$ cat src/rtl/inst_fetch_pkg.sv
// Shared definitions for the instruction fetch stage: bus widths, stall and
// enable encodings, icache geometry and the fetch FSM state type.
package inst_fetch_pkg;

    typedef logic [5:0]  StallBus;
    typedef logic [31:0] InstAddrBus;
    typedef logic [31:0] InstBus;

    localparam logic   Stop     = 1'b1;
    localparam logic   NoStop   = 1'b0;
    localparam logic   Enable   = 1'b1;
    localparam logic   Disable  = 1'b0;
    localparam InstBus ZeroWord = 32'h0000_0000;

    // Direct-mapped icache: index pc[7:2], tag pc[17:8].
    localparam int ICacheEntries = 64;
    typedef logic [5:0] ICacheIndexBus;
    typedef logic [9:0] ICacheTagBus;

    // IDLE: icache lookup, B0..B3: byte n being read, HOLD: word on the outputs.
    typedef enum logic [2:0] {
        IDLE = 3'd0,
        B0   = 3'd1,
        B1   = 3'd2,
        B2   = 3'd3,
        B3   = 3'd4,
        HOLD = 3'd5
    } fetch_state_e;

endpackage

$ cat src/rtl/inst_fetch_if.sv
// Byte-wide read bus between the fetch stage (master) and the memory
// controller (slave).
//
// Handshake: the master raises mem_req with a stable mem_addr and keeps both
// unchanged until the slave answers with mem_valid=1 and the byte on mem_data
// in the same cycle. A cycle with mem_valid=1 completes the transfer; the
// master may then change mem_addr or drop mem_req. mem_valid while mem_req=0
// carries no meaning and is ignored by the master.
interface inst_fetch_if;
    import inst_fetch_pkg::*;

    logic       mem_req;
    InstAddrBus mem_addr;
    logic       mem_valid;
    logic [7:0] mem_data;

    modport master (
        output mem_req,
        output mem_addr,
        input  mem_valid,
        input  mem_data
    );

    modport slave (
        input  mem_req,
        input  mem_addr,
        output mem_valid,
        output mem_data
    );

endinterface

$ cat src/rtl/inst_fetch_icache.sv
// 64-entry direct-mapped instruction cache: combinational read, one
// synchronous write port. Reset invalidates every entry; tag and data
// storage are left unreset since valid gates their use.
module inst_fetch_icache
    import inst_fetch_pkg::*;
(
    input  logic          clk,
    input  logic          rst,
    input  ICacheIndexBus rd_index,
    input  ICacheTagBus   rd_tag,
    output logic          rd_hit,
    output InstBus        rd_data,
    input  logic          wr_en,
    input  ICacheIndexBus wr_index,
    input  ICacheTagBus   wr_tag,
    input  InstBus        wr_data
);

    logic [ICacheEntries-1:0] valid_q;
    ICacheTagBus              tag_q  [ICacheEntries];
    InstBus                   data_q [ICacheEntries];

    // Lookup: hit when the indexed entry is valid and its tag matches.
    always_comb begin
        rd_hit  = valid_q[rd_index] && (tag_q[rd_index] == rd_tag);
        rd_data = data_q[rd_index];
    end

    // Valid bits: cleared on reset, set when a complete word is written.
    always_ff @(posedge clk) begin
        if (rst) begin
            valid_q <= '0;
        end else if (wr_en) begin
            valid_q[wr_index] <= 1'b1;
        end
    end

    // Tag and data storage for the written entry.
    always_ff @(posedge clk) begin
        if (wr_en) begin
            tag_q[wr_index]  <= wr_tag;
            data_q[wr_index] <= wr_data;
        end
    end

endmodule

$ cat src/rtl/inst_fetch.sv
// Instruction fetch stage: delivers one 32-bit instruction at a time to ID,
// served from the icache when possible, otherwise assembled little-endian
// from four byte reads. A branch from EX redirects the PC and drops any
// fetch in progress.
module inst_fetch
    import inst_fetch_pkg::*;
(
    input  logic              clk,
    input  logic              rst,
    input  StallBus           stall,
    input  logic              branch_from_ex,
    input  InstAddrBus        branch_target,
    inst_fetch_if.master      mem,
    output logic              if_flag,
    output InstAddrBus        if_pc,
    output InstBus            if_inst,
    output fetch_state_e      dbg_state
);

    fetch_state_e state_q, state_d;
    InstAddrBus   pc_q, pc_d;
    InstAddrBus   pc_plus4;
    logic [23:0]  low_bytes_q, low_bytes_d;
    logic         flag_d;
    InstAddrBus   ipc_d;
    InstBus       inst_d;

    logic          in_fetch;
    logic [1:0]    byte_sel;
    ICacheIndexBus rd_index;
    ICacheTagBus   rd_tag;
    logic          rd_hit;
    InstBus        rd_data;
    logic          cache_we;
    InstBus        full_word;

    // Only stall[1] matters to this stage.
    logic unused_stall_bits;
    assign unused_stall_bits = ^{stall[5:2], stall[0]};

    assign pc_plus4  = pc_q + 32'd4;
    assign full_word = {mem.mem_data, low_bytes_q};
    assign dbg_state = state_q;

    // Byte lane of the current memory read; HOLD looks up the next PC.
    always_comb begin
        in_fetch = 1'b0;
        byte_sel = 2'd0;
        case (state_q)
            B0:      begin in_fetch = 1'b1; byte_sel = 2'd0; end
            B1:      begin in_fetch = 1'b1; byte_sel = 2'd1; end
            B2:      begin in_fetch = 1'b1; byte_sel = 2'd2; end
            B3:      begin in_fetch = 1'b1; byte_sel = 2'd3; end
            default: begin in_fetch = 1'b0; byte_sel = 2'd0; end
        endcase
        if (state_q == HOLD) begin
            rd_index = pc_plus4[7:2];
            rd_tag   = pc_plus4[17:8];
        end else begin
            rd_index = pc_q[7:2];
            rd_tag   = pc_q[17:8];
        end
    end

    // Memory request: a redirect or reset in this cycle kills the request.
    always_comb begin
        mem.mem_req  = in_fetch && !branch_from_ex && !rst;
        mem.mem_addr = pc_q | {30'd0, byte_sel};
    end

    // Next-state and output logic; the redirect overrides every other event.
    always_comb begin
        state_d     = state_q;
        pc_d        = pc_q;
        low_bytes_d = low_bytes_q;
        flag_d      = if_flag;
        ipc_d       = if_pc;
        inst_d      = if_inst;
        cache_we    = 1'b0;
        if (branch_from_ex) begin
            pc_d    = branch_target & 32'hFFFF_FFFC;
            flag_d  = 1'b0;
            ipc_d   = ZeroWord;
            inst_d  = ZeroWord;
            state_d = IDLE;
        end else begin
            case (state_q)
                IDLE: begin
                    if (rd_hit) begin
                        flag_d  = 1'b1;
                        ipc_d   = pc_q;
                        inst_d  = rd_data;
                        state_d = HOLD;
                    end else begin
                        state_d = B0;
                    end
                end
                B0: if (mem.mem_valid) begin
                    low_bytes_d[7:0] = mem.mem_data;
                    state_d          = B1;
                end
                B1: if (mem.mem_valid) begin
                    low_bytes_d[15:8] = mem.mem_data;
                    state_d           = B2;
                end
                B2: if (mem.mem_valid) begin
                    low_bytes_d[23:16] = mem.mem_data;
                    state_d            = B3;
                end
                B3: if (mem.mem_valid) begin
                    flag_d   = 1'b1;
                    ipc_d    = pc_q;
                    inst_d   = full_word;
                    cache_we = 1'b1;
                    state_d  = HOLD;
                end
                HOLD: if (stall[1] == NoStop) begin
                    pc_d = pc_plus4;
                    if (rd_hit) begin
                        ipc_d  = pc_plus4;
                        inst_d = rd_data;
                    end else begin
                        flag_d  = 1'b0;
                        state_d = B0;
                    end
                end
                default: state_d = IDLE;
            endcase
        end
    end

    // State, PC, byte latches and delivered-instruction registers.
    always_ff @(posedge clk) begin
        if (rst) begin
            state_q     <= IDLE;
            pc_q        <= ZeroWord;
            low_bytes_q <= '0;
            if_flag     <= 1'b0;
            if_pc       <= ZeroWord;
            if_inst     <= ZeroWord;
        end else begin
            state_q     <= state_d;
            pc_q        <= pc_d;
            low_bytes_q <= low_bytes_d;
            if_flag     <= flag_d;
            if_pc       <= ipc_d;
            if_inst     <= inst_d;
        end
    end

    inst_fetch_icache u_icache (
        .clk      (clk),
        .rst      (rst),
        .rd_index (rd_index),
        .rd_tag   (rd_tag),
        .rd_hit   (rd_hit),
        .rd_data  (rd_data),
        .wr_en    (cache_we && !rst),
        .wr_index (pc_q[7:2]),
        .wr_tag   (pc_q[17:8]),
        .wr_data  (full_word)
    );

endmodule
$ cat src/flat_wrapper.sv
// flat-port wrapper written by rule: the top's interface ports become plain ports
module inst_fetch_flat import inst_fetch_pkg::*;
  (clk, rst, stall, branch_from_ex, branch_target, if_flag, if_pc, if_inst, dbg_state, mem_mem_req, mem_mem_addr, mem_mem_valid, mem_mem_data);
  inst_fetch_if mem_i ();
  input  logic clk;
  input  logic rst;
  input  StallBus stall;
  input  logic branch_from_ex;
  input  InstAddrBus branch_target;
  output logic if_flag;
  output InstAddrBus if_pc;
  output InstBus if_inst;
  output fetch_state_e dbg_state;
  output wire logic [$bits(mem_i.mem_req)-1:0] mem_mem_req;
  output wire logic [$bits(mem_i.mem_addr)-1:0] mem_mem_addr;
  input wire logic [$bits(mem_i.mem_valid)-1:0] mem_mem_valid;
  input wire logic [$bits(mem_i.mem_data)-1:0] mem_mem_data;
  assign mem_mem_req = mem_i.mem_req;
  assign mem_mem_addr = mem_i.mem_addr;
  assign mem_i.mem_valid = mem_mem_valid;
  assign mem_i.mem_data = mem_mem_data;
  inst_fetch u_core (.clk(clk), .rst(rst), .stall(stall), .branch_from_ex(branch_from_ex), .branch_target(branch_target), .mem(mem_i), .if_flag(if_flag), .if_pc(if_pc), .if_inst(if_inst), .dbg_state(dbg_state));
endmodule
$ cat config.mk
export PLATFORM = sky130hd
export DESIGN_NAME = inst_fetch_flat
export DESIGN_NICKNAME = d
export VERILOG_FILES = /design/src/rtl/inst_fetch_pkg.sv /design/src/rtl/inst_fetch_if.sv /design/src/rtl/inst_fetch_icache.sv /design/src/rtl/inst_fetch.sv /design/src/flat_wrapper.sv
export SDC_FILE = /design/constraint.sdc
export NUM_CORES = 2
export LEC_CHECK = 0
export CORE_MARGIN = 4
export CORE_UTILIZATION = 62
export DETAILED_ROUTE_END_ITERATION = 8
export PLACE_DENSITY = 0.77
export SYNTH_ARGS = -nofsm -noshare
export SYNTH_HDL_FRONTEND = slang
export SYNTH_HIERARCHICAL = 1
export SYNTH_SLANG_ARGS = --single-unit
$ cat constraint.sdc
create_clock -name clk -period 5.5 [get_ports clk]
set_input_delay 0.825 -clock clk [delete_from_list [all_inputs] [get_ports clk]]
set_output_delay 0.825 -clock clk [all_outputs]
set_load 0.05 [all_outputs]
Yosys cells after proc, flatten, opt, wreduce, memory -nomap -nowiden --
Memories as Yosys holds them, arrays and structs flattened. Cells that the tools add are included.
Word-level totals: register bits after elaboration 188, bits in latches 0, RAM bits 2688, memory bits (read-only) 0, output and inout port bits 101, memories 2
Operators by class: add/sub/neg operators 1, multipliers 0, div/mod/pow operators 0, magnitude comparators 3, equality and inequality tests 15, shift operators 0, muxes and demuxes 38, bitwise operators 4, reductions and logical operators 21
Memory list:
- u_core.u_icache.data_q | words 64, width 32, read ports 1, clocked after Yosys merged registers in 0, wr ports 1, RTL line inst_fetch_icache.sv:21 | InstBus data_q [ICacheEntries];
- u_core.u_icache.tag_q | words 64, width 10, read ports 1, clocked after Yosys merged registers in 0, wr ports 1, RTL line inst_fetch_icache.sv:20 | ICacheTagBus tag_q [ICacheEntries];
Operators with widths (count):
- $mux W32 | 10
- $pmux W32 S3 | 2
- $or A64 B64 Y64 | 1
- $add A32 B3 Y32 const B | 1
- $or A32 B2 Y32 | 1
- $mux W3 | 7
- $pmux W3 S6 | 1
- $lt A6 B7 Y1 const B | 2
- $mux W1 | 12
- $ne A2 B2 Y1 const B | 6
- $reduce_and A3 Y1 | 4
- $eq A10 B10 Y1 | 1
- $mux W10 | 1
- $reduce_and A5 Y1 | 2
- $bmux W1 S6 | 1
- $demux W1 S6 | 1
- $eq A3 B2 Y1 const B | 2
- $eq A3 B3 Y1 const B | 2
- $ge A6 B1 Y1 const B | 1
- $mux W6 | 1
- $ne A2 B1 Y1 const B | 3
- $pmux W2 S3 | 1
- $reduce_and A6 Y1 | 1
- $logic_and A1 B1 Y1 | 5
- other kinds (10) | 13

Longest topological paths before layout --
depth in word-level cells 8, gate-level depth with buffers 23

Cells and area by module --
Netlist, hierarchy kept.
By module, submodules not included:
- inst_fetch_icache | times used 1, cells each 4376, area an instance 104914.4 sq um, seq. area each 81998.6 sq um
- inst_fetch | times used 1, cells each 669, area an instance 5815.6 sq um, seq. area each 2402.3 sq um

Worst setup path before layout --
No wires, ideal clock.
path kind register -> register, start point register u_core.pc_q[4], end point register u_core.if_pc[13], arrival 5046 ps, required time 5372 ps, setup slack 327 ps, cell stages (with the launch flop) 22, buffers on the path 6, cell sequence dfxtp_1 > clkbuf_2 > nand3_1 > buf_1 > nor2_1 > xor2_1 > buf_2 > clkbuf_1 > mux4_2 > o211ai_1 > o41ai_1 > o31ai_1 > xor2_1 > nand4_1 > nor4_2 > nand2b_1 > a21o_1 > a31oi_1 > clkbuf_1 > buf_4 > mux2i_1 > nor2_1
Between the ends: word-level cells in the longest chain between the ends 7, elaborated cells between the ends (all ways) 14, classes of those cells 1 x add/sub; 3 x eq/ne; 7 x mux; 2 x reduce/logical; 1 x memory
Ends and longest elaborated chain:
- start: declaration | RTL line inst_fetch.sv:21 | InstAddrBus pc_q, pc_d;
- start signal: assignment | RTL line inst_fetch.sv:136 | pc_q <= ZeroWord;
- start signal: assignment | RTL line inst_fetch.sv:143 | pc_q <= pc_d;
- $add A32 B3 Y32 (*) | RTL line inst_fetch.sv:41 | assign pc_plus4 = pc_q + 32'd4;
- $mux W6 (*) | RTL line inst_fetch.sv:56 | if (state_q == HOLD) begin
- via u_core.rd_index[3] | RTL line inst_fetch.sv:30 | ICacheIndexBus rd_index;
- $mem_v2 Z64 W10 / $bmux W1 S6 (equally long branches)
- $eq A10 B10 Y1 / $mux W1 (equally long branches) | RTL line inst_fetch_icache.sv:25 | rd_hit = valid_q[rd_index] && (tag_q[rd_index] == rd_tag);
- $logic_and A1 B1 Y1 (*) | RTL line inst_fetch_icache.sv:25
- via u_core.rd_hit | RTL line inst_fetch.sv:32 | logic rd_hit;
- $ne A2 B1 Y1 (no source line)
- $reduce_and A5 Y1 (no source line) (*)
- end signal: assignment | RTL line inst_fetch.sv:139 | if_pc <= ZeroWord;
- end signal: assignment | RTL line inst_fetch.sv:146 | if_pc <= ipc_d;
- end: declaration | RTL line inst_fetch.sv:15 | output InstAddrBus if_pc,
The timed path passes the listed nets; every way through them passes the cells marked *. The select of a mux whose other input is x is not followed. A chain may end at the register's enable or synchronous reset.

Worst setup path after layout --
start point register u_core.pc_q[2], end point register u_core.if_inst[26]
Between the ends: word-level cells in the longest chain between the ends 8, elaborated cells between the ends (all ways) 12, classes of those cells 1 x add/sub; 1 x eq/ne; 7 x mux; 1 x reduce/logical; 2 x memory
Ends and longest elaborated chain:
- $add A32 B3 Y32 (*) | RTL line inst_fetch.sv:41
- $mux W6 (*) | RTL line inst_fetch.sv:56
- via u_core.rd_index[3] | RTL line inst_fetch.sv:30
- $mem_v2 Z64 W10 / $bmux W1 S6 (equally long branches)
- $eq A10 B10 Y1 / $mux W1 (equally long branches) | RTL line inst_fetch_icache.sv:25
- $logic_and A1 B1 Y1 (*) | RTL line inst_fetch_icache.sv:25
- via u_core.rd_hit | RTL line inst_fetch.sv:32
- $mux W32 (*) | RTL line inst_fetch.sv:89, inst_fetch.sv:119
- $mux W32 | RTL line inst_fetch.sv:117 | HOLD: if (stall[1] == NoStop) begin
- $pmux W32 S3 (*) | RTL line inst_fetch.sv:87 | case (state_q)
- end signal: assignment | RTL line inst_fetch.sv:140 | if_inst <= ZeroWord;
- end signal: assignment | RTL line inst_fetch.sv:147 | if_inst <= inst_d;
- end: declaration | RTL line inst_fetch.sv:16 | output InstBus if_inst,
Marks and branches as above.

==> flow_metrics.env <==
export IMPL_ys_warn_count=6
export IMPL_fin_skew_ns=0.04793
export IMPL_synth_ff_type="edfxtp_1"
export IMPL_status="completed"
export IMPL_wire_per_inst_um=39.05
export IMPL_r2r_start="u_core/pc_q[2]"
export IMPL_clkTransAtPathRegs_ns=0.06
export IMPL_ir_drop_mv=0.2571
export IMPL_ctsHoldBuffers=0
export IMPL_grt_pass1_wl_um=441600
export IMPL_clockBufferDepth=4
export IMPL_synthDistinctLibCells=77
export IMPL_die_h_um=430.6
export IMPL_avgSynthCellArea_um2=21.95
export IMPL_worstReg2RegEnd="u_core/if_inst[26]"
export IMPL_synth_seq_cells=2872
export IMPL_grt_ovfl_total=0
export IMPL_netlist_top_cells_area="edfxtp_1, mux4_2, dfxtp_1"
export IMPL_met2_usage_pct=52.36
export IMPL_synth_top_cell_area_share_pct=72.90
export IMPL_r2r_worst_path_cells=21
export IMPL_drc_errors=0
export IMPL_synth_cells=5045
export IMPL_cpMaxStageDelayCell="mux2i_1"
export IMPL_synth_most_common_cell="edfxtp_1"
export IMPL_setup_violations=0
export IMPL_worstHoldStart="rst"
export IMPL_wl_um=313600
export IMPL_path_delay_family="simple AND/OR/NAND/NOR gates"
export IMPL_synth_async_reset_ratio_pct=0
export IMPL_tightest_slew_ns=1.137
export IMPL_dieArea_um2=185400
export IMPL_cp_num_buf_inv=5
export IMPL_p_per_area_nw_per_um2=356.7
export IMPL_layout_drive_gt1_share_pct=28.55
export IMPL_cpMostUsedCell="buf_12"
export IMPL_p_leak_nw=39.57
export IMPL_top_usage_layer="met2"
export IMPL_antenna_left=0
export IMPL_cp_required_ns=6.31
export IMPL_yosysSeqAreaShare_pct=76.22
export IMPL_fmax_mhz=185.8
export IMPL_areaGrowthSynthToFinish_pct=14.06
export IMPL_gr_usage_met3_pct=9.877
export IMPL_core_rowCount=154
export IMPL_grtUsageMet1_pct=46.35
export IMPL_max_stage_delay_ns=0.35
export IMPL_grt_max_degree=138
export IMPL_dr_total_vias=58230
export IMPL_hold_path_class="input port to flip-flop"
export IMPL_htreeDepth=5
export IMPL_die_w_um=430.6
export IMPL_total_power_mw=45.05
export IMPL_insertion_delay_ns=0.94
export IMPL_start_kind="flip-flop"
export IMPL_synth_edf_count=2688
export IMPL_clkSinkCount=2872
export IMPL_ios=151
export IMPL_finalHoldViolCount=0
export IMPL_critPathArrivalTime_ns=6.19
export IMPL_rrSetupSlack_ns=0.12
export IMPL_grt_pass1_vias=58340
export IMPL_whs_endpoint="u_core/pc_q[6]"
export IMPL_placed_area_um2=117000
export IMPL_numCtsBuffers=291
export IMPL_cap_viol_max_count=0
export IMPL_finalCriticalPeriod_ns=5.382
export IMPL_io_buffers=141
export IMPL_design_core_area_um2=176900
export IMPL_initial_utilization_pct=62.60
export IMPL_cts_tree="yes"
export IMPL_cts_root_buffer="clkbuf_16"
export IMPL_period_share_pct=97.85
export IMPL_synth_common_cells="edfxtp_1, mux4_2, nor2_1"
export IMPL_grt_util_all_layers_pct=34.06
export IMPL_max_slew_margin_pct=24.21
export IMPL_design_area_um2=126300
export IMPL_final_max_slew_viol_count=0
export IMPL_cp_max_fo=27
export IMPL_crit_chain="buf_4, nand3_1, nor2_1, xor2_4, buf_12, mux4_2, mux2i_1, o32ai_1, nor4_2, or3_1, xor2_1, nand4_1, buf_4, nor4_4, nand2b_1, a21o_1, a31oi_4, buf_12, buf_12, nor2_1, a211oi_1"
export IMPL_dr_pass1_iters=6
export IMPL_antenna_found_initial=6
export IMPL_synth_top_area_cell="edfxtp_1"
export IMPL_gp_congestion=0.8815
export IMPL_rsz0062_at_grt="no"
export IMPL_dp_hpwl_um=159100
export IMPL_holdPathStages=2
export IMPL_synth_area_um2=110700
export IMPL_drtIter0Drc=9568
export IMPL_crit_path_end_kind="flip-flop"
export IMPL_vias_per_cell=7.252
export IMPL_fin_nets=5533
export IMPL_path_class="flip-flop to flip-flop"
-- logic make-up after synthesis --
| group | after synthesis | share of synthesized area, % |
|---|---|---|
| AO/OA/AOI/OAI | 254 | 1.608 |
| AND/OR/NAND/NOR | 589 | 2.449 |
| buffers and inverters | 293 | 1.388 |
| flip-flops | 2872 | 76.22 |
| XOR/XNOR | 65 | 0.5141 |
| adder cells (fa/ha/maj) | 1 | 0.01130 |
| other | 1 | 0.003387 |
| multiplexers | 970 | 17.80 |
-- worst max path at each step --
stage / slack, ns / start / end / cells after the start
6_report: 0.12 / u_core/pc_q[2] / u_core/if_inst[26] / 21
2_1_floorplan: 0.33 / u_core/pc_q[4] / u_core/if_pc[13] / 21
4_1_cts: 0.06 / u_core/pc_q[2] / u_core/if_pc[30] / 20
3_3_place_gp: 0.06 / u_core/dbg_state[1] / u_core/if_pc[26] / 18
3_5_place_dp: -0.01 / u_core/dbg_state[1] / u_core/if_pc[29] / 18
5_1_grt: 0.02 / u_core/dbg_state[1] / u_core/if_inst[26] / 20
-- routing by layer --
metal / vias up / share of wire (%)
met3: 925 / 14
met1: 30190 / 33
met4: 6 / 5.3
met2: 5101 / 47
met5: - / 0.038
li1: 22020 / -
-- through the flow --
step,setup TNS (ns),hold WS (ns),std cells,util [%],worst slack [ns]
2_1_floorplan,0,0.4348,5046,-,0.3266
3_3_place_gp,0,0.4436,7518,66.13,0.06163
3_5_place_dp,-0.01063,0.4541,7518,66.13,-0.01063
4_1_cts,0,0.3373,8023,71.31,0.06106
5_1_grt,0,0.3890,8029,71.40,0.01748
6_report,0,0.4094,8030,71.40,0.1184
-- what timing repair did --
item                                    in CTS  in global routing
endpoints found under the setup margin      24                 41
cloned                                       1                  3
pin swaps                                    0                  4
resized for setup                            0                 12
setup buffers                                4                  3
-- placed cells by master, fill, tap and decap left out, drive strengths merged, types with 5 or more instances in the layout --
master         count
edfxtp          2688
mux4             798
clkbuf           400
nor2             323
buf              288
dfxtp            184
mux2i            158
clkdlybuf4s50    132
nand2             80
clkinv            75
a211oi            62
xor2              49
a21oi             38
nand3             33
o21ai             30
a22oi             27
nor2b             26
o22ai             26
nand4             26
bufinv            19
nor3              18
nor4              17
xnor2             16
mux2              15
nand2b            14
inv               13
a31oi             12
and3              11
or3                9
a221oi             9
clkinvlp           8
o221ai             8
and2               6
a311oi             6
or2                6
nand3b             5
o211ai             5
o31ai              5
-- area by class of cell --
type                    count  area, um2
fillers                  9656      50590
diodes                      1      2.502
clock inverters           104       1002
multi-input cells        1882      25440
clock buffers             396       8117
well taps                2340       2928
flip-flops and latches   2872      84440
repair buffers            424       4329
inverters                  11      41.29
-- worst register-to-register path, delay by kind of cell, from the launching register on --
family	cells	cell delay (ns)
AO/OA/AOI/OAI	4	0.96
XOR/XNOR	2	0.45
buffers and inverters	5	1.06
flip-flops	1	0.33
multiplexers	2	0.70
AND/OR/NAND/NOR	8	1.79
-- sequential cells by signal (all words and copies together) (netlist names) --
signal	count
u_core/u_icache/valid_q	64
u_core/dbg_state	3
u_core/if_pc	30
u_core/if_flag	1
u_core/u_icache/tag_q	640
u_core/if_inst	32
u_core/low_bytes_q	24
u_core/pc_q	30
u_core/u_icache/data_q	2048
-- where the power goes --
group	switching (mW)	internal [mW]	total, mW
logic	1.19	0.817	2.00
registers	0.0303	23.7	23.8
clock network	8.09	11.2	19.3
No activity file was read; power rests on OpenSTA's default activity.
